--- src/rtl/cpu_pkg.sv ---
// cpu_pkg -- definitions shared by the instruction fetch sequencer and its
// PC sub-unit.
//
// Contents:
//   fetch_state_t   2-bit encoding of the fetch FSM (FETCH, WAIT, EXEC, HALT)
//   DEF_*           default values for the sequencer parameters
//   lat_cnt_width() width of a counter that must hold the values 0..mem_lat
package cpu_pkg;

    typedef enum logic [1:0] {
        ST_FETCH = 2'd0,
        ST_WAIT  = 2'd1,
        ST_EXEC  = 2'd2,
        ST_HALT  = 2'd3
    } fetch_state_t;

    localparam int          DEF_ADDR_W      = 32;
    localparam int          DEF_DATA_W      = 32;
    localparam int          DEF_INSTR_BYTES = 4;
    localparam int          DEF_MEM_LAT     = 1;
    localparam logic [31:0] DEF_RESET_ADDR  = 32'h0000_0000;

    // The latency counter must be able to hold the value mem_lat itself.
    function automatic int lat_cnt_width(input int mem_lat);
        return (mem_lat < 1) ? 1 : $clog2(mem_lat + 1);
    endfunction

endpackage

--- src/rtl/pc_unit.sv ---
// pc_unit -- combinational next-PC logic for the fetch sequencer.
//
// Ports:
//   pc        in   ADDR_W  current program counter
//   advance   in   1       step pc by INSTR_BYTES (wraps modulo 2^ADDR_W)
//   redirect  in   1       load an aligned copy of target (wins over advance)
//   target    in   ADDR_W  redirect address, may be misaligned
//   pc_next   out  ADDR_W  value to load into the pc register
module pc_unit
    import cpu_pkg::*;
#(
    parameter int ADDR_W      = DEF_ADDR_W,
    parameter int INSTR_BYTES = DEF_INSTR_BYTES
) (
    input  logic [ADDR_W-1:0] pc,
    input  logic              advance,
    input  logic              redirect,
    input  logic [ADDR_W-1:0] target,
    output logic [ADDR_W-1:0] pc_next
);

    localparam int                ALIGN_BITS = $clog2(INSTR_BYTES);
    localparam logic [ADDR_W-1:0] STEP       = ADDR_W'(INSTR_BYTES);

    logic [ADDR_W-1:0] target_aligned;

    // Clear the byte-offset bits of the redirect address so every fetch is
    // instruction aligned. With INSTR_BYTES=1 nothing is cleared.
    genvar gi;
    generate
        for (gi = 0; gi < ADDR_W; gi++) begin : g_align
            if (gi < ALIGN_BITS) begin : g_clear
                assign target_aligned[gi] = 1'b0;
            end else begin : g_keep
                assign target_aligned[gi] = target[gi];
            end
        end
    endgenerate

    always_comb begin
        pc_next = pc;
        if (redirect) begin
            pc_next = target_aligned;
        end else if (advance) begin
            // Natural ADDR_W-bit overflow gives the modulo-2^ADDR_W wrap.
            pc_next = pc + STEP;
        end
    end

endmodule

--- src/rtl/fetch_sequencer.sv ---
// fetch_sequencer -- single-issue instruction fetch FSM.
//
// Sequence: FETCH issues one read at pc, WAIT counts MEM_LAT cycles and then
// captures the returned word into the instruction register, EXEC holds the
// instruction until exec_done, after which the FSM refetches sequentially,
// redirects to a branch target or stops in HALT (left only through reset).
//
// Ports:
//   clk            in   1       clock, all state changes on posedge
//   rst_n          in   1       synchronous active-low reset
//   mem_addr       out  ADDR_W  fetch address, meaningful while mem_rd=1
//   mem_rd         out  1       one-cycle read strobe per fetch
//   mem_rdata      in   DATA_W  read data, valid MEM_LAT cycles after mem_rd
//   stall          in   1       delays issue of the next fetch (FETCH only)
//   exec_done      in   1       execute stage finished the current instr
//   branch_valid   in   1       redirect request, qualified by exec_done
//   branch_target  in   ADDR_W  redirect address
//   halt           in   1       stop request, qualified by exec_done
//   instr          out  DATA_W  instruction register
//   instr_pc       out  ADDR_W  address instr was fetched from
//   instr_valid    out  1       high throughout EXEC
//   halted         out  1       high in HALT
module fetch_sequencer
    import cpu_pkg::*;
#(
    parameter int                ADDR_W      = DEF_ADDR_W,
    parameter int                DATA_W      = DEF_DATA_W,
    parameter int                INSTR_BYTES = DEF_INSTR_BYTES,
    parameter int                MEM_LAT     = DEF_MEM_LAT,
    parameter logic [ADDR_W-1:0] RESET_ADDR  = ADDR_W'(DEF_RESET_ADDR)
) (
    input  logic              clk,
    input  logic              rst_n,
    output logic [ADDR_W-1:0] mem_addr,
    output logic              mem_rd,
    input  logic [DATA_W-1:0] mem_rdata,
    input  logic              stall,
    input  logic              exec_done,
    input  logic              branch_valid,
    input  logic [ADDR_W-1:0] branch_target,
    input  logic              halt,
    output logic [DATA_W-1:0] instr,
    output logic [ADDR_W-1:0] instr_pc,
    output logic              instr_valid,
    output logic              halted
);

    localparam int             CNT_W   = lat_cnt_width(MEM_LAT);
    localparam logic [CNT_W-1:0] LAT_END = CNT_W'(MEM_LAT);

    fetch_state_t      state_reg;
    logic [ADDR_W-1:0] pc_reg;
    logic [ADDR_W-1:0] pc_next;
    logic [DATA_W-1:0] instr_reg;
    logic [ADDR_W-1:0] instr_pc_reg;
    logic [CNT_W-1:0]  lat_cnt_reg;
    logic              instr_valid_reg;
    logic              halted_reg;

    logic              issue;
    logic              lat_hit;
    logic              take_branch;

    // The read strobe follows stall in the same cycle so a stalled FETCH
    // never issues; it is only ever high in FETCH.
    assign issue       = (state_reg == ST_FETCH) && !stall;
    assign lat_hit     = (state_reg == ST_WAIT) && (lat_cnt_reg == LAT_END);
    // halt outranks branch_valid, so a halting instruction never redirects.
    assign take_branch = (state_reg == ST_EXEC) && exec_done && !halt && branch_valid;

    pc_unit #(
        .ADDR_W      (ADDR_W),
        .INSTR_BYTES (INSTR_BYTES)
    ) u_pc_unit (
        .pc       (pc_reg),
        .advance  (lat_hit),
        .redirect (take_branch),
        .target   (branch_target),
        .pc_next  (pc_next)
    );

    always_ff @(posedge clk) begin
        if (!rst_n) begin
            // Reset also discards any read in flight: the WAIT state and its
            // counter are cleared, so late data is never captured.
            state_reg       <= ST_FETCH;
            pc_reg          <= RESET_ADDR;
            instr_reg       <= '0;
            instr_pc_reg    <= '0;
            lat_cnt_reg     <= '0;
            instr_valid_reg <= 1'b0;
            halted_reg      <= 1'b0;
        end else begin
            pc_reg <= pc_next;
            case (state_reg)
                ST_FETCH: begin
                    if (!stall) begin
                        state_reg   <= ST_WAIT;
                        lat_cnt_reg <= CNT_W'(1);
                    end
                end
                ST_WAIT: begin
                    // stall has no effect here: the read is already issued.
                    if (lat_hit) begin
                        instr_reg       <= mem_rdata;
                        instr_pc_reg    <= pc_reg;
                        instr_valid_reg <= 1'b1;
                        state_reg       <= ST_EXEC;
                    end else begin
                        lat_cnt_reg <= lat_cnt_reg + CNT_W'(1);
                    end
                end
                ST_EXEC: begin
                    if (exec_done) begin
                        instr_valid_reg <= 1'b0;
                        if (halt) begin
                            state_reg  <= ST_HALT;
                            halted_reg <= 1'b1;
                        end else begin
                            state_reg <= ST_FETCH;
                        end
                    end
                end
                ST_HALT: begin
                    state_reg <= ST_HALT;
                end
                default: begin
                    state_reg <= ST_FETCH;
                end
            endcase
        end
    end

    assign mem_rd      = issue;
    assign mem_addr    = pc_reg;
    assign instr       = instr_reg;
    assign instr_pc    = instr_pc_reg;
    assign instr_valid = instr_valid_reg;
    assign halted      = halted_reg;

endmodule

--- config.mk ---
export PLATFORM = sky130hd
export DESIGN_NAME = fetch_sequencer
export DESIGN_NICKNAME = d
export VERILOG_FILES = /design/src/rtl/cpu_pkg.sv /design/src/rtl/pc_unit.sv /design/src/rtl/fetch_sequencer.sv
export SDC_FILE = /design/constraint.sdc
export NUM_CORES = 1
export LEC_CHECK = 0
export BUFFER_PORTS_ARGS = -buffer_cell sky130_fd_sc_hd__clkbuf_2
export CORE_UTILIZATION = 49
export CTS_BUF_LIST = sky130_fd_sc_hd__clkbuf_4 sky130_fd_sc_hd__clkbuf_8 sky130_fd_sc_hd__clkbuf_16
export CTS_CLUSTER_SIZE = 20
export DETAILED_ROUTE_END_ITERATION = 10
export HOLD_SLACK_MARGIN = 0.15
export PLACE_DENSITY = 0.84
export RECOVER_POWER = 100
export SLEW_MARGIN = 20
export SYNTH_ARGS = -nofsm -noshare
export SYNTH_HDL_FRONTEND = slang
export SYNTH_HIERARCHICAL = 1
export SYNTH_SLANG_ARGS = --single-unit
--- constraint.sdc ---
create_clock -name clk -period 2.89 [get_ports clk]
set_input_delay 0.1445 -clock clk [delete_from_list [all_inputs] [get_ports clk]]
set_output_delay 0.1445 -clock clk [all_outputs]
set_load 0.02 [all_outputs]
### Yosys cells after proc, flatten, opt, wreduce, memory -nomap -nowiden

Cells that the tools add are included.

* input port bits: 70
* logic and storage cells: 48
* bits in read-only memories: 0
* latch bits: 0
* flip-flop bits (word level): 101
* bits in writable memories: 0
* memories kept: 0
* output and inout port bits: 99

* mux-type cells: 13
* shift operators: 0
* divide/modulo/power cells: 0
* bitwise logic cells: 1
* multipliers: 0
* magnitude comparators: 0
* add/sub/neg operators: 2
* reductions and logical operators: 17
* equality and inequality tests: 7

Operator list (number)
* 32-bit two-way mux: 2
* 32-bit by 3-bit adder with 32-bit output (second input constant): 1
* 3-bit AND reduction: 4
* 2-bit two-way mux: 4
* 2-bit inequality test (second input constant): 4
* 2-bit case mux with 4 select lines: 1
* 2-bit nonzero test: 3
* 1-bit logical AND: 5
* 2-bit == test (second input constant): 2
* 1-bit two-way mux: 4
* 1-bit case mux with 2 select lines: 2
* 2-bit by 1-bit == test with 1-bit output (second input constant): 1
* 1-bit zero test: 2
* 2-bit zero test: 1
* 2-bit AND reduction: 1
* 2-bit OR reduction: 1
* 1-bit adder (second input constant): 1
* 1-bit NOT: 1

### Logic depth before layout (Yosys ltp)

Gate-level depths: netlist of the first run.

* word-level depth: 5
* mapped depth: 11
* gate-level depth less buffers: 7

### By module

Netlist of the first run, hierarchy kept.

By module, submodules not included
* fetch_sequencer: times used 1, area an instance 3470.8 sq um, seq. area each 2021.9 sq um, cells each 381
* pc_unit: times used 1, area an instance 1048.5 sq um, seq. area each 0.0 sq um, cells each 177

### Worst setup path after synthesis of the first run

Ideal clock, no wire load.

* path type: register to register
* from: register state_reg[1]
* to: register pc_reg[22], in the netlist mem_addr[22]
* library setup time: 0.059 ns
* path buffers: 4
* clock period less this slack: 2.481 ns
* stages on the path, launching flop included: 12
* slack: 0.409 ns
* arrival: 2.421 ns
* required time: 2.831 ns
* cell sequence: dfxtp_1 buf_4 nand3b_4 buf_8 buf_6 inv_1 nand4_1 or3_1 clkbuf_1 or4_1 a31oi_1 and2_1

* elaborated cells on any way between the ends: 8
* classes of those cells: eq/ne (2); mux (1); reduce/logical (5)

RTL lines
* start: declaration: line fetch_sequencer.sv:51 `fetch_state_t state_reg;`
* start signal: assignment: line fetch_sequencer.sv:86 `state_reg <= ST_FETCH;`
* start signal: assignment: line fetch_sequencer.sv:98 `state_reg <= ST_WAIT;`
* start signal: assignment: line fetch_sequencer.sv:108 `state_reg <= ST_EXEC;`
* 2-bit by 1-bit == test with 1-bit output: line fetch_sequencer.sv:67 `assign lat_hit = (state_reg == ST_WAIT) && (lat_cnt_reg == LAT_END);`
* 1-bit logical AND: line fetch_sequencer.sv:67
* via lat_hit: line fetch_sequencer.sv:61 `logic lat_hit;`
* 2-bit nonzero test (no line)
* end signal: assignment: line fetch_sequencer.sv:94 `pc_reg <= pc_next;`
* end: declaration: line fetch_sequencer.sv:52 `logic [ADDR_W-1:0] pc_reg;`

The timed path passes the listed nets, and every way through them passes these cells.
A chain may end at the register's enable or synchronous reset.

### Worst setup path after layout of the first run

Same ends and word-level chain as after synthesis.

==> qor.csv, run 1 <==
stage,metric,value,unit
critical_path,cp.depth,7,
critical_path,worstSetupPathType,reg -> reg,
synth,yosys-top-cells-count,"dfxtp_1 (101), nand2_1 (97), nand3_1 (79)",
critical_path,crit_fanout,9,
critical_path,reg2reg_from,state_reg[1]$_SDFFE_PN0P_,
routing,wl,12.4,mm
synth,ys_warn_count,6,
sta,min_period,2380,ps
placed_design,io_buffers,166,
cts,cts_buffers,9,
critical_path,cp-end-kind,register,
critical_path,startpoint_type,register,
sta,period_share,82.3,%
power,power_density,440,mW/mm²
cts,path_clk_slew,100,ps
synth,avgSynthCellArea,8.10,µm²
cts,htreeDepth,3,
synth,synth_most_common_cell,dfxtp_1,
routing,drc,13,
floorplan,io_pins,169,
floorplan,core_area,0.00881,mm²
synth,synthFlopType,dfxtp_1,
routing,wire_per_inst,14.5,µm
cts,ctsLongestPathBuffers,2,
finish,area_growth,28.5,%
global_routing,grt_pass1_vias,4290,
critical_path,reg2reg_slack,510,ps
status,violations,design-rule violations,
critical_path,reg2reg_to,mem_addr[22]$_SDFF_PN0_,
routing,first_iter_violations,291,
cts,clockRootBuffer,clkbuf_8,
critical_path,max_stage_delay,570,ps
routing,drtPass1Iterations,8,
power,p_leak,2.08,nW
synth,synth_edf_count,0,
critical_path,critical-path-slowest-cell,or3_1,
global_routing,grt.total_usage,25.2,%
critical_path,crit_buf_inv,1,
routing,num_vias,4669,
synth,syn_area,0.00452,mm²
placed_design,hpwl,7.87,mm
synth,synth.area.top_cells,"dfxtp_1 (45%), nand3_1 (8.7%), nand2_1 (8.1%)",
critical_path,critical_path_required,3190,ps
floorplan,fp.dieW,98.0,µm
synth,ys_types,45,
cts,postCtsResizedCells,0,
sta,slew-limit-headroom,21.9,%
worst_hold_path,min-delay-path-class,in -> reg,
sta,fin_skew,12.0,ps
sta,rsz0062_at_grt,false,
critical_path,reg2reg_depth,7,
power,vdd_drop_max,0.286,mV
global_routing,grt_overflow_total,0,
placed_design,dp_slack,556,ps
sta,setup_viol,0,
finish,fin_util,65.9,%
global_routing,antenna_found_initial,0,
synth,async_reset_ff_share,0,%
sta,fin_setup_tns,0,ps
cts,cts_tree,built,
synth,synth_top_cell_area_share,44.7,%
status,status,"finished, violations left",
critical_path,critPathCapture,mem_addr[22]$_SDFF_PN0_,
critical_path,critPathLaunch,state_reg[1]$_SDFFE_PN0P_,
finish,diodes,0,
floorplan,row_count,34,
synth,synth_top_area_cell,dfxtp_1,
placed_design,place.gp.congestion,0.823,
global_routing,grt_max_degree,130,
sta,hold_viol,0,
routing,via_per_inst,5.42,
cts,cts_sinks,101,
sta,fmax,421,MHz
critical_path,path_delay_family,simple AND/OR/NAND/NOR gates,
finish,nets,819,
finish,fill_cells,781,
routing,antenna_left,0,
floorplan,fp.dieH,98.0,µm
critical_path,cp.arrival,2680,ps
synth,syn-instance-count,558,
floorplan,die-area,0.00961,mm²
synth,ys_seq_area_share,44.7,%
cts,clock_latency,350,ps
power,power,2.56,mW
job,drv_cap,0,
synth,syn-num-nets,629,
floorplan,start_util,51.3,%
critical_path,worstPathCellList,nand3b_1 > inv_1 > nand4_1 > or3_1 > or4_1 > a31oi_1 > and2_0,
global_routing,grt_first_pass_wirelength,19.8,mm
sta,maxSlewViolCount,0,
sta,setup_slack,513,ps
sta,worstMarginPinSlew,1170,ps
finish,final_layout_size_suffix_gt1_share,13.3,%
synth,ys_ff_latch,101,
cell type report:
class	count	area, µm²	area share, %
sequential	101	2020	34.8
clock buffer	11	139	2.39
multi-input combinational	403	2170	37.3
clock inverter	5	35.0	0.603
timing repair buffer	224	1270	21.9
inverter	9	33.8	0.582
tap	108	135	2.33
worst register-to-register path: stages, from the launching register on:
cell      delay, ps
dfxtp_1         400
nand3b_1        210
inv_1           180
nand4_1         160
or3_1           570
or4_1           530
a31oi_1         160
and2_0          130
metal layers:
| metal | global-route usage [%] | wire [µm] | vias to the layer above |
|---|---|---|---|
| met5 | 0 | 0 | - |
| met4 | 10.0 | 204 | 0 |
| met1 | 31.1 | 5420 | 2148 |
| li1 | - | - | 2329 |
| met3 | 5.23 | 797 | 19 |
| met2 | 43.1 | 6020 | 173 |
kinds of logic (layout without fill, tap and decap cells):
logic type	count (synthesis)	in the layout	synth area share (%)
adder cells (fa/ha/maj)	1	1	0.277
buffers and inverters	54	249	6.92
flip-flops	101	101	44.7
AO/OA/AOI/OAI	116	116	14.5
XOR/XNOR	12	12	2.33
multiplexers	1	1	0.221
AND/OR/NAND/NOR	273	273	31.0
repair_timing:
| item | CTS | global route |
|---|---|---|
| hold endpoints to repair | 51 | 1 |
| hold buffers | 51 | 1 |
| setup buffers | 0 | 0 |
worst min path at each step:
stage	cells past startpoint	end	from	slack, ps
finish	3	lat_cnt_reg$_SDFFE_PN0P_	stall	170
global placement	3	instr[30]$_SDFFE_PN0P_	mem_rdata[30]	360
detailed placement	3	instr[19]$_SDFFE_PN0P_	mem_rdata[19]	370
CTS	4	mem_addr[28]$_SDFF_PN0_	branch_target[28]	150
floorplan	2	instr[0]$_SDFFE_PN0P_	mem_rdata[0]	280
global route	3	state_reg[0]$_SDFFE_PN0P_	halt	150
power by group:
| group | switching (mW) | leakage (nW) | total, mW | internal [mW] |
|---|---|---|---|---|
| combinational | 0.164 | 1.17 | 0.286 | 0.121 |
| clock | 0.483 | 0.0909 | 0.820 | 0.337 |
| sequential | 0.0273 | 0.816 | 1.45 | 1.42 |
| total | 0.675 | 2.08 | 2.56 | 1.88 |
layout by cell type (no fill, tap or decap), types with 10 or more instances in the layout:
cell / instances
a31oi_1: 13
and2_0: 23
and2_1: 10
clkbuf_1: 99
clkbuf_2: 67
dfxtp_1: 101
dlygate4sd3_1: 52
nand2_1: 97
nand3_1: 79
nor2_1: 15
o21ai_0: 78
o31ai_1: 10
or4_1: 15
per-stage QoR:
step / cells / hold slack [ps] / area, µm²
after floorplan: 558 / 277 / 4520
after global placement: 793 / 363 / 5260
after detailed placement: 793 / 370 / 5260
after CTS: 860 / 154 / 5940
after global routing: 861 / 152 / 5810
final: 861 / 170 / 5810
Power figures use the tool's default switching activity.
==> run 2: changes to the inputs <==
--- a/config.mk
+++ b/config.mk
@@ -6,12 +6,12 @@
 export NUM_CORES = 1
 export LEC_CHECK = 0
 export BUFFER_PORTS_ARGS = -buffer_cell sky130_fd_sc_hd__clkbuf_2
-export CORE_UTILIZATION = 49
+export CORE_UTILIZATION = 45
 export CTS_BUF_LIST = sky130_fd_sc_hd__clkbuf_4 sky130_fd_sc_hd__clkbuf_8 sky130_fd_sc_hd__clkbuf_16
 export CTS_CLUSTER_SIZE = 20
 export DETAILED_ROUTE_END_ITERATION = 10
 export HOLD_SLACK_MARGIN = 0.15
-export PLACE_DENSITY = 0.84
+export PLACE_DENSITY = 0.81
 export RECOVER_POWER = 100
 export SLEW_MARGIN = 20
 export SYNTH_ARGS = -nofsm -noshare
==> constraint.sdc (replaced) <==
create_clock -name clk -period 1.97 [get_ports clk]
set_input_delay 0.0985 -clock clk [delete_from_list [all_inputs] [get_ports clk]]
set_output_delay 0.0985 -clock clk [all_outputs]
set_load 0.02 [all_outputs]
==> run 2 against run 1 <==
Net effect:
- the flow finishes with violations (negative setup slack)
- combinational power is 75% higher
- sequential share of layout area is 3.8 points lower
- first-iteration DRC count up 1.4%
- hold slack improved by 43 ps
- sequential power is 46% higher
- clock skew is 1.3 ps higher
- non-clock buffer count increased by 64
- largest power group unchanged
- wire length increased by 9.1%
- utilization is 1.2 points higher
- total power is 51% higher
- highest routed layer unchanged
- count of clock-buffer cells in the layout grew 2
- global-route usage fell by 0.47 points
- critical path type unchanged
==> qor.csv, run 2 (synthesis results as in run 1) <==
stage,metric,value,unit,change
routing,drtPass1Iterations,5,,-3
floorplan,row_count,36,,+5.9%
sta,maxSlewViolCount,0,,unchanged
global_routing,grt_max_degree,130,,unchanged
sta,fin_skew,13.2,ps,+1.27 ps
routing,via_per_inst,5.22,,-3.8%
critical_path,crit_buf_inv,0,,-1
global_routing,grt_pass1_vias,4448,,+3.7%
routing,wire_per_inst,14.3,µm,-1.3%
critical_path,crit_fanout,4,,-5
status,violations,negative setup slack,,
finish,fin_util,67.2,%,+1.2 points
critical_path,reg2reg_slack,-50,ps,-560 ps
critical_path,critical-path-slowest-cell,or4_2,,
floorplan,io_pins,169,,unchanged
power,power_density,587,mW/mm²,+33%
finish,seq_area,0.00204,mm²,+0.87%
power,p_leak,2.51,nW,+21%
sta,slew-limit-headroom,48.3,%,+26 points
critical_path,cp-end-kind,register,,
finish,mostFrequentLayoutCell,clkbuf_1,,
critical_path,path_delay_family,simple AND/OR/NAND/NOR gates,,
floorplan,start_util,46.2,%,-5.1 points
global_routing,grt_overflow_total,0,,unchanged
finish,fin_cells,951,,+10%
placed_design,place_inst,860,,+8.4%
routing,first_iter_violations,295,,+1.4%
routing,antenna_left,0,,unchanged
sta,fmax,495,MHz,+18%
cts,cts_tree,built,,
critical_path,startpoint_type,register,,
cts,clock_latency,360,ps,about the same
finish,area_growth,45.3,%,
global_routing,grt.total_usage,24.8,%,-0.47 points
sta,period_share,102,%,+20 points
floorplan,fp.dieW,102,µm,+4.3%
finish,final_layout_size_suffix_gt1_share,21.9,%,+8.6 points
critical_path,cp.arrival,2320,ps,-360 ps
critical_path,max_stage_delay,660,ps,+90 ps
status,status,"finished, violations left",,
finish,diodes,0,,unchanged
critical_path,worstSetupPathType,reg -> reg,,
sta,setup_viol,4,,+4
floorplan,core_area,0.00977,mm²,+11%
sta,rsz0062_at_grt,true,,
routing,num_vias,4962,,+6.3%
sta,min_period,2020,ps,-359 ps
sta,setup_slack,-48.3,ps,-561 ps
cts,cts_sinks,101,,unchanged
cts,clockRootBuffer,clkbuf_8,,
power,power,3.85,mW,+51%
sta,worstMarginPinSlew,776,ps,-395 ps
floorplan,fp.dieH,102,µm,+4.3%
sta,hold_viol,0,,unchanged
cts,cts_buffers,9,,unchanged
worst_hold_path,min-delay-path-class,in -> reg,,
placed_design,io_buffers,166,,unchanged
cts,htreeDepth,3,,unchanged
routing,wl,13.6,mm,+9.1%
finish,fill_cells,811,,+3.8%
power,vdd_drop_max,0.347,mV,+22%
floorplan,die-area,0.0104,mm²,+8.7%
critical_path,worstPathCellList,nand4_1 > or4_2 > or4_1 > nand3_1 > and2_1,,
placed_design,hpwl,8.21,mm,+4.3%
critical_path,critical_path_required,2270,ps,-920 ps
finish,nets,884,,+7.9%
global_routing,grt_first_pass_wirelength,20.4,mm,+3.2%
placed_design,place.gp.congestion,0.823,,about the same
routing,drc,0,,-13
finish,layout_common_cells,"clkbuf_1 (98), nand2_1 (97), dfxtp_1 (89)",,
cts,ctsLongestPathBuffers,2,,unchanged
finish,multiInputGateArea,0.00229,mm²,+5.7%
global_routing,antenna_found_initial,0,,unchanged
cts,path_clk_slew,100,ps,about the same
job,drv_cap,0,,unchanged
-- run 2: final timing paths --
kind / end / cells after the start / startpoint
worst min-delay path: state_reg[0]$_SDFFE_PN0P_ / 3 / rst_n
worst max-delay path: mem_addr[24]$_SDFF_PN0_ / 5 / mem_addr[12]$_SDFF_PN0_
worst min register to register: instr_pc[2]$_SDFFE_PN0P_ / 2 / instr_pc[2]$_SDFFE_PN0P_
worst max register to register: mem_addr[24]$_SDFF_PN0_ / 5 / mem_addr[12]$_SDFF_PN0_
-- run 2: routing by layer --
layer | vias up | GRT usage (%) | share of wire (%)
li1 | 2455 | - | -
met1 | 2269 | 30.1 | 43
met2 | 209 | 42.6 | 49
met3 | 29 | 4.10 | 6.3
met4 | 0 | 11.9 | 2.2
met5 | - | 0 | 0
-- run 2: worst reg2reg max path: cells and delay by family (launching register included) --
family / cells / cell delay [ps]
DFF: 1 / 410
and+or+nand+nor: 5 / 1570
-- run 2: layout make-up --
type,count,area share (%)
clock buffers,13,2.53
clock inverters,3,0.305
flip-flops and latches,101,31.1
repair buffers,288,28.1
multi-input cells,404,34.9
well taps,133,2.53
inverters,9,0.591
-- run 2: repair_timing --
action	CTS	global route
gates cloned	0	1
hold endpoints to repair	66	0
hold buffers	66	0
pin swaps	0	5
setup endpoints to repair	5	17
resized for setup	4	22
buffers inserted	0	8
-- run 2: per-stage QoR --
stage,instance area (µm²),hold WS [ps],setup WS [ps],setup TNS (ps)
floorplan,4580,231,-370,-3410
global placement,5680,318,-3.68,-3.68
detailed placement,5680,323,-47.3,-116
CTS,6540,193,-6.08,-6.08
global route,6570,207,-102,-627
finish,6570,213,-48.3,-58.2
-- run 2: power breakdown --
part	switching, mW	leakage (nW)	total, mW	internal (mW)
Sequential	0.0284	0.822	2.11	2.09
Combinational	0.273	1.59	0.500	0.227
Clock	0.680	0.0925	1.24	0.556
Total	0.982	2.51	3.85	2.87
